$ cat config.mk
export PLATFORM = sky130hd
export DESIGN_NAME = mem_port_arbiter
export DESIGN_NICKNAME = d
export VERILOG_FILES = /design/src/rtl/mem_arb_pkg.sv /design/src/rtl/latency_counter.sv /design/src/rtl/mem_port_arbiter.sv
export SDC_FILE = /design/constraint.sdc
export NUM_CORES = 1
export LEC_CHECK = 0
export BUFFER_PORTS_ARGS = -buffer_cell sky130_fd_sc_hd__buf_2
export CAP_MARGIN = 20
export CORE_UTILIZATION = 45
export DETAILED_ROUTE_END_ITERATION = 10
export PLACE_DENSITY_LB_ADDON = 0.05
export SYNTH_ARGS = -nofsm -noshare
export SYNTH_HDL_FRONTEND = slang
export SYNTH_SLANG_ARGS = --single-unit
export TNS_END_PERCENT = 10
$ cat constraint.sdc
create_clock -name CLK -period 2.8 [get_ports CLK]
set_input_delay 0.14 -clock CLK [delete_from_list [all_inputs] [get_ports CLK]]
set_output_delay 0.14 -clock CLK [all_outputs]
set_load 0.005 [all_outputs]
$ cat src/rtl/mem_arb_pkg.sv
// Shared definitions for the memory port arbiter: FSM state encoding, grant IDs
// and the default access latency.
package mem_arb_pkg;

    typedef enum logic [1:0] {
        IDLE   = 2'd0,
        ACCESS = 2'd1,
        DONE   = 2'd2
    } state_t;

    typedef enum logic {
        GNT_DATA  = 1'b0,
        GNT_INSTR = 1'b1
    } grant_t;

    localparam int DEFAULT_LATENCY = 5;

    function automatic int counter_width(input int latency);
        return $clog2(latency + 1);
    endfunction

endpackage

$ cat src/rtl/latency_counter.sv
// Access timer: loads LATENCY, counts down by one per enabled cycle and
// saturates at zero.
module latency_counter
    import mem_arb_pkg::*;
#(
    parameter int LATENCY = DEFAULT_LATENCY,
    localparam int W = counter_width(LATENCY)
) (
    input  logic         CLK,
    input  logic         RESET,
    input  logic         load,
    input  logic         dec,
    output logic [W-1:0] count,
    output logic         zero
);

    assign zero = (count == '0);

    always_ff @(posedge CLK or negedge RESET) begin
        if (!RESET) begin
            count <= '0;
        end else if (load) begin
            count <= W'(LATENCY);
        end else if (dec && !zero) begin
            count <= count - W'(1);
        end
    end

endmodule

$ cat src/rtl/mem_port_arbiter.sv
// Two-port (data / instruction) arbiter in front of a single fixed-latency memory.
// Ties alternate between the sides; each transaction is IDLE -> ACCESS x LATENCY -> DONE.
module mem_port_arbiter
    import mem_arb_pkg::*;
#(
    parameter int LATENCY = DEFAULT_LATENCY,
    parameter int DW      = 32
) (
    input  logic          CLK,
    input  logic          RESET,
    input  logic          d_req,
    input  logic          d_we,
    input  logic [DW-1:0] d_addr,
    input  logic [DW-1:0] d_wdata,
    output logic          d_ready,
    output logic [DW-1:0] d_rdata,
    input  logic          i_req,
    input  logic [DW-1:0] i_addr,
    output logic          i_ready,
    output logic [DW-1:0] i_rdata,
    output logic          mem_en,
    output logic          mem_we,
    output logic [DW-1:0] mem_addr,
    output logic [DW-1:0] mem_wdata,
    input  logic [DW-1:0] mem_rdata
);

    localparam int CNT_W = counter_width(LATENCY);

    state_t             state;
    state_t             state_next;
    grant_t             grant;
    grant_t             grant_next;
    grant_t             last_grant;
    logic               we_q;
    logic               cnt_load;
    logic               cnt_dec;
    logic               cnt_zero;
    logic [CNT_W-1:0]   count;
    logic               any_req;
    logic               finish;

    latency_counter #(.LATENCY(LATENCY)) u_timer (
        .CLK   (CLK),
        .RESET (RESET),
        .load  (cnt_load),
        .dec   (cnt_dec),
        .count (count),
        .zero  (cnt_zero)
    );

    assign any_req = d_req || i_req;
    // The zero term only guards against a stuck ACCESS; normally count==1 ends it.
    assign finish  = (state == ACCESS) && ((count == CNT_W'(1)) || cnt_zero);

    assign mem_en  = (state == ACCESS);
    assign mem_we  = finish && we_q;
    assign d_ready = (state == DONE) && (grant == GNT_DATA);
    assign i_ready = (state == DONE) && (grant == GNT_INSTR);

    always_comb begin
        grant_next = GNT_DATA;
        if (d_req && i_req) begin
            if (last_grant == GNT_DATA) begin
                grant_next = GNT_INSTR;
            end
        end else if (i_req) begin
            grant_next = GNT_INSTR;
        end
    end

    always_comb begin
        state_next = state;
        cnt_load   = 1'b0;
        cnt_dec    = 1'b0;
        case (state)
            IDLE: begin
                if (any_req) begin
                    state_next = ACCESS;
                    cnt_load   = 1'b1;
                end
            end
            ACCESS: begin
                cnt_dec = 1'b1;
                if (finish) begin
                    state_next = DONE;
                end
            end
            DONE:    state_next = IDLE;
            default: state_next = IDLE;
        endcase
    end

    always_ff @(posedge CLK or negedge RESET) begin
        if (!RESET) begin
            state <= IDLE;
        end else begin
            state <= state_next;
        end
    end

    always_ff @(posedge CLK or negedge RESET) begin
        if (!RESET) begin
            grant      <= GNT_DATA;
            last_grant <= GNT_INSTR;
            we_q       <= 1'b0;
            mem_addr   <= '0;
            mem_wdata  <= '0;
            d_rdata    <= '0;
            i_rdata    <= '0;
        end else begin
            if (state == IDLE && any_req) begin
                grant      <= grant_next;
                last_grant <= grant_next;
                if (grant_next == GNT_DATA) begin
                    mem_addr  <= d_addr;
                    mem_wdata <= d_wdata;
                    we_q      <= d_we;
                end else begin
                    mem_addr  <= i_addr;
                    mem_wdata <= '0;
                    we_q      <= 1'b0;
                end
            end
            // Writes leave the read-data registers untouched.
            if (finish && !we_q) begin
                if (grant == GNT_DATA) begin
                    d_rdata <= mem_rdata;
                end else begin
                    i_rdata <= mem_rdata;
                end
            end
        end
    end

endmodule

==> results.md, run 1 <==
- Vias per cell: 4.850
- Largest net degree at the start of global routing: 65
- Commonest non-fill, non-tap cell in the layout: buf_2
- Average wire per standard cell: 15.90 um
- Placed cell count: 774
- Number of distinct library cells after synthesis: 33
- Routed met2 length: 7.046 mm
- Critical Path Sink Type: flop
- TNS Setup: 0 ns
- Mapped Area: 5648 um^2
- DR DRC count: 0
- Fmax: 463.7 MHz
- Class of the worst hold path: input port to flop
- Post-place setup slack: 0.6581 ns
- Worst Path Max Fanout: 24
- RSZ-0062 raised after global routing: false
- Total power: 9.469 mW
- Most frequent CP cell: mux2_2
- Most frequent cells in the layout: buf_2, dfrtp_1, mux2_2, dlygate4sd3_1, a22o_1
- Die height: 114.0 um
- Share of layout cells above drive strength 1: 62.41%
- Final setup viols: 0
- Status: finished, final reports clean
- Vias in the first global route: 4484
- Row count: 40
- Die width: 114.0 um
- Drt total wl: 13.88 mm
- Delay-heaviest family, CP: buffers and inverters
- Min Tclk post-route: 2.157 ns
- Finished Cell Area: 8502 um^2
- Starting DRT DRC Count: 190
- Fin. Hold Viols: 0
- Syn. warnings: 0
- #FFs+latches synth: 136
- First-pass DRT Iterations: 4
- Met1 Wirelength: 5.709 mm
- Crit-path cells: dlygate4sd3_1 -> buf_2 -> a21boi_4 -> buf_4 -> mux2_2 -> mux2_2
- Power per standard cell area: 1114 nW/um^2
- Post-CTS Setup Inserts: 0
- Multi-input gate area: 2101 um^2
- CTS tree: done
- Final Skew: 0.006644 ns
- Met3 wire len: 838 um
- ANT nets after route: 0
- Max Slew Vio Count: 0
- Starting Density: 46.63%
- Critical path's largest stage delay: 0.65 ns
- Worst Tran Pin Value: 0.8178 ns
- Mapped Nets: 491
- TritonCTS Buffers: 17
- Max H-tree Level: 4
- Max stage delay cell, worst path: a21boi_4
- Number of max-cap violations: 0
- Crit path DAT: 2.44 ns
- Area Growth Syn to Fin: 50.53%
- First-pass GRT wire length: 21.89 mm
- Core Box Area: 12110 um^2
- Final worst slack: 0.6433 ns
- CTS clk-pin slew, worst paths: 0.06 ns
- Avg Cell Area, Syn: 15.91 um^2
- Initial antenna violation count: 0
- WP buf/inv: 3
- Critical path class: input port to flop
- CTS Buffer Depth: 2
- DR vias: 4234
- Leakage power: 4.289 nW
- Main area contributors after synthesis: dfrtp_1, mux2_2, mux2_4, a22o_1, buf_12
- TritonCTS Sinks: 136
- Register area: 3405 um^2
- GRT Overall Usage: 22.04%
- Root Driver: clkbuf_16
- Worst rel slew slack: 45.35%
- RD Place Congestion: 0.7097
- Top cell type by total area after synthesis: dfrtp_1
- Die area: 13000 um^2
- Tcrit/Tclk final: 77.02%
- Worst Path Required: 3.09 ns
- Seq/Total Area, Yosys: 60.28%
- Worst VDD drop: 0.0005260 V
- Total grt overflow: 0
- Placed Area: 7139 um^2
- Dpl hpwl: 9.513 mm
- I/O pin total: 265
- Skew-Pair Late Insertion Delay: 0.40 ns
- Post-synth top area share: 59.81%
- CP Launch Type: input port
- Port Buffers: 264
- Nets@finish: 828
- Non-Filler Instances: 873
- Mapped Cells: 355
- Top sig layer: met4
- Layout fillers: 909
- Antenna cell count: 0
[cell type report]
cell class	count	area share, %
multi-input combinational	194	24.71
sequential	136	40.04
clock inverter	13	2.929
clock buffer	19	5.210
inverter	5	0.2208
tap	168	2.472
timing repair buffer	338	24.42
[power by group]
group / internal [mW] / switching (mW)
Combinational: 2.01 / 1.34
Sequential: 2.99 / 0.542
Clock: 1.78 / 0.808
[synth_stat cells]
| cell type | number |
|---|---|
| mux2_2 | 96 |
| and3_1 | 2 |
| or2_2 | 2 |
| nor2_1 | 3 |
| inv_1 | 5 |
| o21ba_2 | 1 |
| nor2b_1 | 1 |
| buf_2 | 10 |
| o21bai_1 | 1 |
| a221oi_1 | 1 |
| dfstp_2 | 1 |
| ha_1 | 3 |
| mux2_4 | 30 |
| nand4b_1 | 1 |
| nor3b_1 | 1 |
| and3b_2 | 1 |
| a21boi_1 | 1 |
| a21oi_1 | 2 |
| nor3b_2 | 1 |
| buf_1 | 2 |
| clkbuf_1 | 4 |
| nand2b_4 | 1 |
| nand3_1 | 1 |
| or3_2 | 2 |
| buf_12 | 3 |
| buf_6 | 1 |
| o21ai_0 | 4 |
| a22o_1 | 34 |
| a21boi_0 | 1 |
| dfrtp_1 | 135 |
| nand2_1 | 1 |
| a31oi_1 | 2 |
| or4_4 | 1 |
[state kept, by name, indices dropped and copies added, names as in the netlist]
register,cells
u_timer.count,3
grant,1
mem_addr,32
mem_wdata,32
d_rdata,32
state,2
i_rdata,32
last_grant,1
we_q,1
[routing by layer]
layer / track usage, % / up-vias
met4: 8.398 / 0
met2: 37.49 / 170
met1: 25.89 / 2067
met5: 0 / -
li1: - / 1971
met3: 7.226 / 26
[worst register-to-register path: cells and delay by family, from the launching register on]
| kind | cells | cell delay (ns) |
|---|---|---|
| muxes | 2 | 0.64 |
| buffers and inverters | 1 | 0.34 |
| DFF | 1 | 0.39 |
| AOI/OAI and AO/OA | 1 | 0.65 |
[final timing paths]
kind                                                 from                   endpoint  slack [ns]  cells past startpoint
worst max register to register     last_grant$_DFFE_PN1P_    mem_addr[1]$_DFFE_PN0P_        0.68                      4
worst max-delay path                                d_req    mem_addr[1]$_DFFE_PN0P_        0.64                      6
worst min-delay path                                i_req     last_grant$_DFFE_PN1P_        0.02                      3
min in group asynchronous                           RESET    d_rdata[17]$_DFFE_PN0P_        0.31                      2
max in group asynchronous                           RESET    d_rdata[30]$_DFFE_PN0P_        1.73                      3
worst min register to register  mem_wdata[31]$_DFFE_PN0P_  mem_wdata[31]$_DFFE_PN0P_        0.50                      1
[through the flow]
step	utilization (%)	hold WS [ns]
CTS	70.20	0.008295
finish	70.20	0.02274
global placement	58.95	0.1605
detailed placement	58.95	0.1670
global route	70.20	0.005922
floorplan	-	-0.1556
[kinds of logic (layout without fill, tap and decap cells)]
| group | after synthesis | in the layout | share of synthesized area, % |
|---|---|---|---|
| compound gates | 47 | 47 | 6.757 |
| fa+ha+maj | 3 | 3 | 0.6647 |
| buf+inv | 25 | 375 | 2.880 |
| flops | 136 | 136 | 60.28 |
| mux | 126 | 126 | 27.12 |
| simple gates | 18 | 18 | 2.304 |
[what timing repair did]
action	in CTS	in global routing
resized for setup	0	0
hold endpoints to repair	159	0
hold buffers	67	0
No activity file was read; power rests on OpenSTA's default activity.
==> run 2, diff against run 1 <==
--- a/config.mk
+++ b/config.mk
@@ -7,7 +7,7 @@
 export LEC_CHECK = 0
 export BUFFER_PORTS_ARGS = -buffer_cell sky130_fd_sc_hd__buf_2
 export CAP_MARGIN = 20
-export CORE_UTILIZATION = 45
+export CORE_UTILIZATION = 42
 export DETAILED_ROUTE_END_ITERATION = 10
 export PLACE_DENSITY_LB_ADDON = 0.05
 export SYNTH_ARGS = -nofsm -noshare
==> constraint.sdc (replaced) <==
create_clock -name CLK -period 1.75 [get_ports CLK]
set_input_delay 0.0875 -clock CLK [delete_from_list [all_inputs] [get_ports CLK]]
set_output_delay 0.0875 -clock CLK [all_outputs]
set_load 0.005 [all_outputs]
==> results.md, run 2 (synthesis gave the netlist of run 1 again) <==
- Class of the worst hold path: input port to flop
- Die area: 13920 um^2 (+7.0%)
- Fin. Hold Viols: 0 (unchanged)
- Root Driver: clkbuf_16
- CP Launch Type: flop
- Placed Area: 7342 um^2 (+2.8%)
- Vias per cell: 4.762 (-1.8%)
- Leakage power: 4.396 nW (+2.5%)
- Starting Density: 42.82% (-3.8 points)
- Max H-tree Level: 4 (unchanged)
- Drt total wl: 14.08 mm (+1.4%)
- Final setup viols: 65 (+65)
- Average wire per standard cell: 15.58 um (-2.0%)
- TritonCTS Buffers: 17 (unchanged)
- DR vias: 4305 (+1.7%)
- Dpl hpwl: 9.317 mm (-2.1%)
- RD Place Congestion: 0.7390 (+4.1%)
- WP buf/inv: 2 (-1)
- Worst rel slew slack: 73.70% (+28 points)
- GRT Overall Usage: 20.55% (-1.5 points)
- Finished Cell Area: 8710 um^2 (+2.4%)
- TNS Setup: -5.706 ns (-5.706 ns)
- I/O pin total: 265 (unchanged)
- Worst VDD drop: 0.0009602 V (+83%)
- Worst Tran Pin Value: 0.3945 ns (-0.4233 ns)
- Critical path's largest stage delay: 0.50 ns (-0.15 ns)
- DR DRC count: 0 (unchanged)
- Area Growth Syn to Fin: 54.21%
- CTS Buffer Depth: 2 (unchanged)
- Final Skew: 0.009988 ns (+0.003344 ns)
- Row count: 42 (+5.0%)
- Starting DRT DRC Count: 185 (-2.6%)
- Initial antenna violation count: 0 (unchanged)
- ANT nets after route: 0 (unchanged)
- Most frequent cells in the layout: buf_2, dfrtp_1, mux2_2, dlygate4sd3_1, a22o_1
- Delay-heaviest family, CP: simple AND/OR/NAND/NOR gates
- Crit path DAT: 2.16 ns (-0.28 ns)
- Worst Path Max Fanout: 11 (-54%)
- CTS tree: done
- Final worst slack: -0.1205 ns (-0.7638 ns)
- Failing checks: negative setup slack
- Die width: 118.0 um (+3.5%)
- Status: finished, violations left
- TritonCTS Sinks: 136 (unchanged)
- Skew-Pair Late Insertion Delay: 0.41 ns (about the same)
- RSZ-0062 raised after global routing: true
- Total grt overflow: 0 (unchanged)
- Nets@finish: 851 (+2.8%)
- Worst Path Required: 2.04 ns (-1.05 ns)
- Crit-path cells: inv_2 -> ha_4 -> o21bai_4 -> or4_4 -> clkbuf_16 -> mux2_4
- Antenna cell count: 0 (unchanged)
- Critical path class: flop to flop
- Max Slew Vio Count: 0 (unchanged)
- Critical Path Sink Type: flop
- Vias in the first global route: 4467 (-0.38%)
- Fmax: 534.6 MHz
- First-pass DRT Iterations: 4 (unchanged)
- Power per standard cell area: 1706 nW/um^2 (+53%)
- Hold_ws: 0.03290 ns (+0.01016 ns)
- First-pass GRT wire length: 22.43 mm (+2.5%)
- CTS clk-pin slew, worst paths: 0.06 ns (about the same)
- Tcrit/Tclk final: 106.9%
- Commonest non-fill, non-tap cell in the layout: buf_2
- Share of layout cells above drive strength 1: 63.60% (+1.2 points)
- Largest net degree at the start of global routing: 49 (-25%)
- Max stage delay cell, worst path: or4_4
- Number of max-cap violations: 0 (unchanged)
- Core Box Area: 13190 um^2 (+8.9%)
- Port Buffers: 264 (unchanged)
- Total power: 14.86 mW (+57%)
- Min Tclk post-route: 1.870 ns
- Die height: 118.0 um (+3.5%)
[run 2: cell count changes in the layout (fill, tap and decap cells not counted), sizes merged]
cell,delta
buf,+18
dlygate4sd3,+3
clkbuf,+8
clkinv,+2
clkinvlp,-2
bufinv,-6
[run 2: timing repair]
item	in CTS	in global routing
endpoints found under the setup margin	65	65
hold buffers	70	0
resized for setup	3	8
cloned	0	2
setup buffers	0	1
endpoints found under the hold margin	233	0
pin swaps	1	0
[run 2: final timing paths]
kind,from,to,slack (ns),cells after the start
max reg2reg,u_timer.count[0]$_DFFE_PN0P_,d_rdata[8]$_DFFE_PN0P_,-0.12,6
max in group asynchronous,RESET,u_timer.count[0]$_DFFE_PN0P_,0.98,3
max,u_timer.count[0]$_DFFE_PN0P_,d_rdata[8]$_DFFE_PN0P_,-0.12,6
min,i_addr[15],mem_addr[15]$_DFFE_PN0P_,0.03,3
min reg2reg,i_rdata[10]$_DFFE_PN0P_,i_rdata[10]$_DFFE_PN0P_,0.50,1
min in group asynchronous,RESET,i_rdata[24]$_DFFE_PN0P_,0.16,2
[run 2: final cells by class]
class                      instances  area (um^2)
fill                             986         4481
sequential                       136         3406
timing repair buffer             361         2357
multi-input combinational        194         2145
clock buffer                      25        495.5
tap                              176        220.2
clock inverter                     7        67.56
inverter                           5        18.77
[run 2: metal layers]
layer  share of wire [%]  global-route usage [%]
met2                  49                   33.53
met5                   0                       0
met3                 5.7                   5.523
met1                  43                   25.44
met4                 2.3                   9.375
[run 2: worst min-delay path: stages]
cell and delay (ns):
buf_2 0.07, mux2_2 0.12, mux2_2 0.13
[run 2: power by group]
group | total [mW] | switching [mW] | internal, mW
clock | 3.35 | 1.25 | 2.10
sequential | 5.67 | 0.878 | 4.79
combinational | 5.84 | 2.26 | 3.57
total | 14.9 | 4.40 | 10.5
[run 2: metrics by stage]
step           worst slack (ns)  utilization (%)  cells
2_1_floorplan          -0.06643                -    355
3_3_place_gp           -0.03732            55.66    799
4_1_cts                -0.09701            65.32    901
6_report                -0.1205            66.03    904
5_1_grt                 -0.1801            66.03    904
3_5_place_dp            -0.1072            55.66    799
==> run 3, diff against run 2 <==
--- a/config.mk
+++ b/config.mk
@@ -5,11 +5,13 @@
 export SDC_FILE = /design/constraint.sdc
 export NUM_CORES = 1
 export LEC_CHECK = 0
+export ABC_AREA = 1
 export BUFFER_PORTS_ARGS = -buffer_cell sky130_fd_sc_hd__buf_2
 export CAP_MARGIN = 20
 export CORE_UTILIZATION = 42
 export DETAILED_ROUTE_END_ITERATION = 10
 export PLACE_DENSITY_LB_ADDON = 0.05
+export REMOVE_ABC_BUFFERS = 1
 export SYNTH_ARGS = -nofsm -noshare
 export SYNTH_HDL_FRONTEND = slang
 export SYNTH_SLANG_ARGS = --single-unit
==> results.md, run 3 <==
- I/O pin total: 265 (unchanged)
- Commonest non-fill, non-tap cell in the layout: nand2_1
- Fin. Hold Viols: 0 (unchanged)
- Worst Tran Pin Value: 0.5663 ns (+0.1718 ns)
- Critical path class: flop to primary output
- Skew-Pair Late Insertion Delay: 0.41 ns (about the same)
- Core Box Area: 13240 um^2 (+0.40%)
- CTS clk-pin slew, worst paths: 0.05 ns (about the same)
- Delay-heaviest family, CP: flip-flops
- Crit-path cells: inv_2 -> ha_1 -> o21ai_0 -> buf_4 -> nor3_1 -> buf_2
- Row count: 42 (unchanged)
- Power per standard cell area: 1701 nW/um^2 (-0.26%)
- Util after Layout: 69.94% (+3.9 points)
- Worst hold stages: 3 (unchanged)
- Multi-input gate area: 2061 um^2 (-3.9%)
- TritonCTS Buffers: 17 (unchanged)
- Tcrit/Tclk final: 93.53% (-13 points)
- ANT nets after route: 0 (unchanged)
- RD Place Congestion: 0.8035 (+8.7%)
- Total grt overflow: 0 (unchanged)
- Starting DRT DRC Count: 385 (+110%)
- Synth Flop Type: dfrtp_1
- CTS tree: done
- Die width: 118.7 um (+0.66%)
- CP Launch Type: flop
- Share of layout cells above drive strength 1: 31.10% (-32 points)
- Mapped Area: 5724 um^2 (+1.4%)
- Nets@finish: 1168 (+37%)
- Area Growth Syn to Fin: 61.79%
- First-pass DRT Iterations: 7 (+3)
- Post-synth top cells: nand2_1, dfrtp_1, nand4_1, nor2_1, nand3_1
- First-pass GRT wire length: 30.48 mm (+36%)
- TritonCTS Sinks: 136 (unchanged)
- EDFF count, synth: 0 (unchanged)
- CTS Buffer Depth: 2 (unchanged)
- Fmax: 611.0 MHz (+14%)
- Main area contributors after synthesis: dfrtp_1, nand2_1, nand4_1, a31oi_1, nand3_1
- Die height: 118.7 um (+0.66%)
- Dpl hpwl: 11.07 mm (+19%)
- TNS Setup: 0 ns (+5.706 ns)
- Top cell type by total area after synthesis: dfrtp_1
- RR Startpoint: u_timer.count[0]$_DFFE_PN0P_
- Layout fillers: 1050 (+6.5%)
- Critical path's largest stage delay: 0.39 ns (-0.11 ns)
- Vias in the first global route: 6268 (+40%)
- Syn. warnings: 0 (unchanged)
- Vias per cell: 5.083 (+6.7%)
- DR DRC count: 0 (unchanged)
- Initial antenna violation count: 0 (unchanged)
- DR vias: 6206 (+44%)
- Post-synth top area share: 59.02% (-0.80 points)
- Port Buffers: 264 (unchanged)
- Die area: 14100 um^2 (+1.3%)
- Critical Path Sink Type: primary output
- Leakage power: 4.885 nW (+11%)
- Hold Crit Endpoint: state[0]$_DFFE_PN0P_
- Register area: 3405 um^2 (about the same)
- #FFs+latches synth: 136 (unchanged)
- Root Driver: clkbuf_16
- Max H-tree Level: 4 (unchanged)
- Worst Path Max Fanout: 3 (-8)
- Average wire per standard cell: 15.16 um (-2.7%)
- Drt total wl: 18.51 mm (+31%)
- Cell with the most instances after synthesis: nand2_1
- Async SR Flop Fraction: 100.0% (unchanged)
- Number of distinct library cells after synthesis: 23 (-30%)
- Reg2reg setup slack: 0.24 ns (+0.36 ns)
- Max Slew Vio Count: 0 (unchanged)
- Worst VDD drop: 0.0007572 V (-21%)
- Seq/Total Area, Yosys: 59.48% (-0.80 points)
- Number of max-cap violations: 0 (unchanged)
- Mapped Cells: 648 (+83%)
- Starting Density: 43.23% (+0.41 points)
- Max stage delay cell, worst path: dfrtp_1
- Final Skew: 0.01342 ns (+0.003432 ns)
- Avg Cell Area, Syn: 8.834 um^2 (-44%)
- Status: finished, final reports clean
- Worst rel slew slack: 62.25% (-11 points)
- Final setup viols: 0 (-100%)
- Worst-case reg-to-reg path depth: 8 (+2)
- Critical hold path startpoint: i_req
- R2r endpoint: i_rdata[16]$_DFFE_PN0P_
- RSZ-0062 raised after global routing: false
- Most frequent cells in the layout: nand2_1, buf_2, dfrtp_1, dlygate4sd3_1, nand4_1
- GRT Overall Usage: 27.30% (+6.7 points)
- Antenna cell count: 0 (unchanged)
- Total power: 15.76 mW (+6.1%)
- Min Tclk post-route: 1.637 ns (-0.2338 ns)
- WP buf/inv: 3 (+1)
- Worst Path Required: 1.66 ns (-0.38 ns)
- Crit path DAT: 1.55 ns (-0.61 ns)
- Largest net degree at the start of global routing: 66 (+35%)
- Class of the worst hold path: input port to flop
[run 3: through the flow]
step	setup WS [ns]	hold slack, ns	instances	area [um^2]
6_report	0.1133	0.01216	1221	9261
5_1_grt	0.008549	0.03371	1221	9261
4_1_cts	0.04702	0.003610	1220	9254
3_5_place_dp	0.1949	0.1031	1057	7277
3_3_place_gp	0.2623	0.09705	1057	7277
2_1_floorplan	-1.240	-0.2081	598	5489
[run 3: where the power goes]
part	internal (mW)	switching, mW
Sequential	4.68	0.833
Clock	2.65	1.35
Combinational	2.62	3.62
[run 3: worst max path at each step]
stage                            startpoint                       to  slack (ns)  depth (start not counted)
2_1_floorplan  u_timer.count[0]$_DFFE_PN0P_   d_rdata[0]$_DFFE_PN0P_       -1.24                          6
5_1_grt        u_timer.count[0]$_DFFE_PN0P_                   mem_we       0.009                          6
6_report       u_timer.count[0]$_DFFE_PN0P_                   mem_we        0.11                          6
3_3_place_gp   u_timer.count[0]$_DFFE_PN0P_  d_rdata[15]$_DFFE_PN0P_        0.26                          8
4_1_cts        u_timer.count[0]$_DFFE_PN0P_                   mem_we        0.05                          6
3_5_place_dp   u_timer.count[0]$_DFFE_PN0P_  i_rdata[16]$_DFFE_PN0P_        0.19                          8
[run 3: area by class of cell]
class | instances | area share (%)
Sequential cell | 136 | 36.76
Timing Repair Buffer | 415 | 31.06
Multi-Input combinational cell | 453 | 22.25
Clock buffer | 22 | 5.120
Tap cell | 176 | 2.378
Clock inverter | 10 | 2.067
Inverter | 9 | 0.3648
[run 3: cells by family after synthesis]
kind of cell / share of synthesized area (%)
AOI/OAI and AO/OA: 4.481
DFF: 59.48
adders and majority gates: 0.6558
and+or+nand+nor: 30.54
xor gates and xnor gates: 0.1530
buffers and inverters: 4.699
[run 3: what timing repair did]
item	4_1_cts	5_1_grt
buffers inserted	0	1
hold buffers	131	0
endpoints found under the setup margin	0	1
resized for setup	0	2
hold endpoints to repair	184	0
[run 3: worst min-delay path: stages]
cell and delay [ns]:
buf_2 0.12, o21ai_2 0.09, o21ai_0 0.07
[run 3: per-layer routing]
| layer | wire, um | track usage (%) |
|---|---|---|
| met1 | 7859 | 35.41 |
| met2 | 8999 | 44.37 |
| met3 | 1170 | 6.226 |
| met4 | 482 | 10.60 |
| met5 | 0 | 0 |
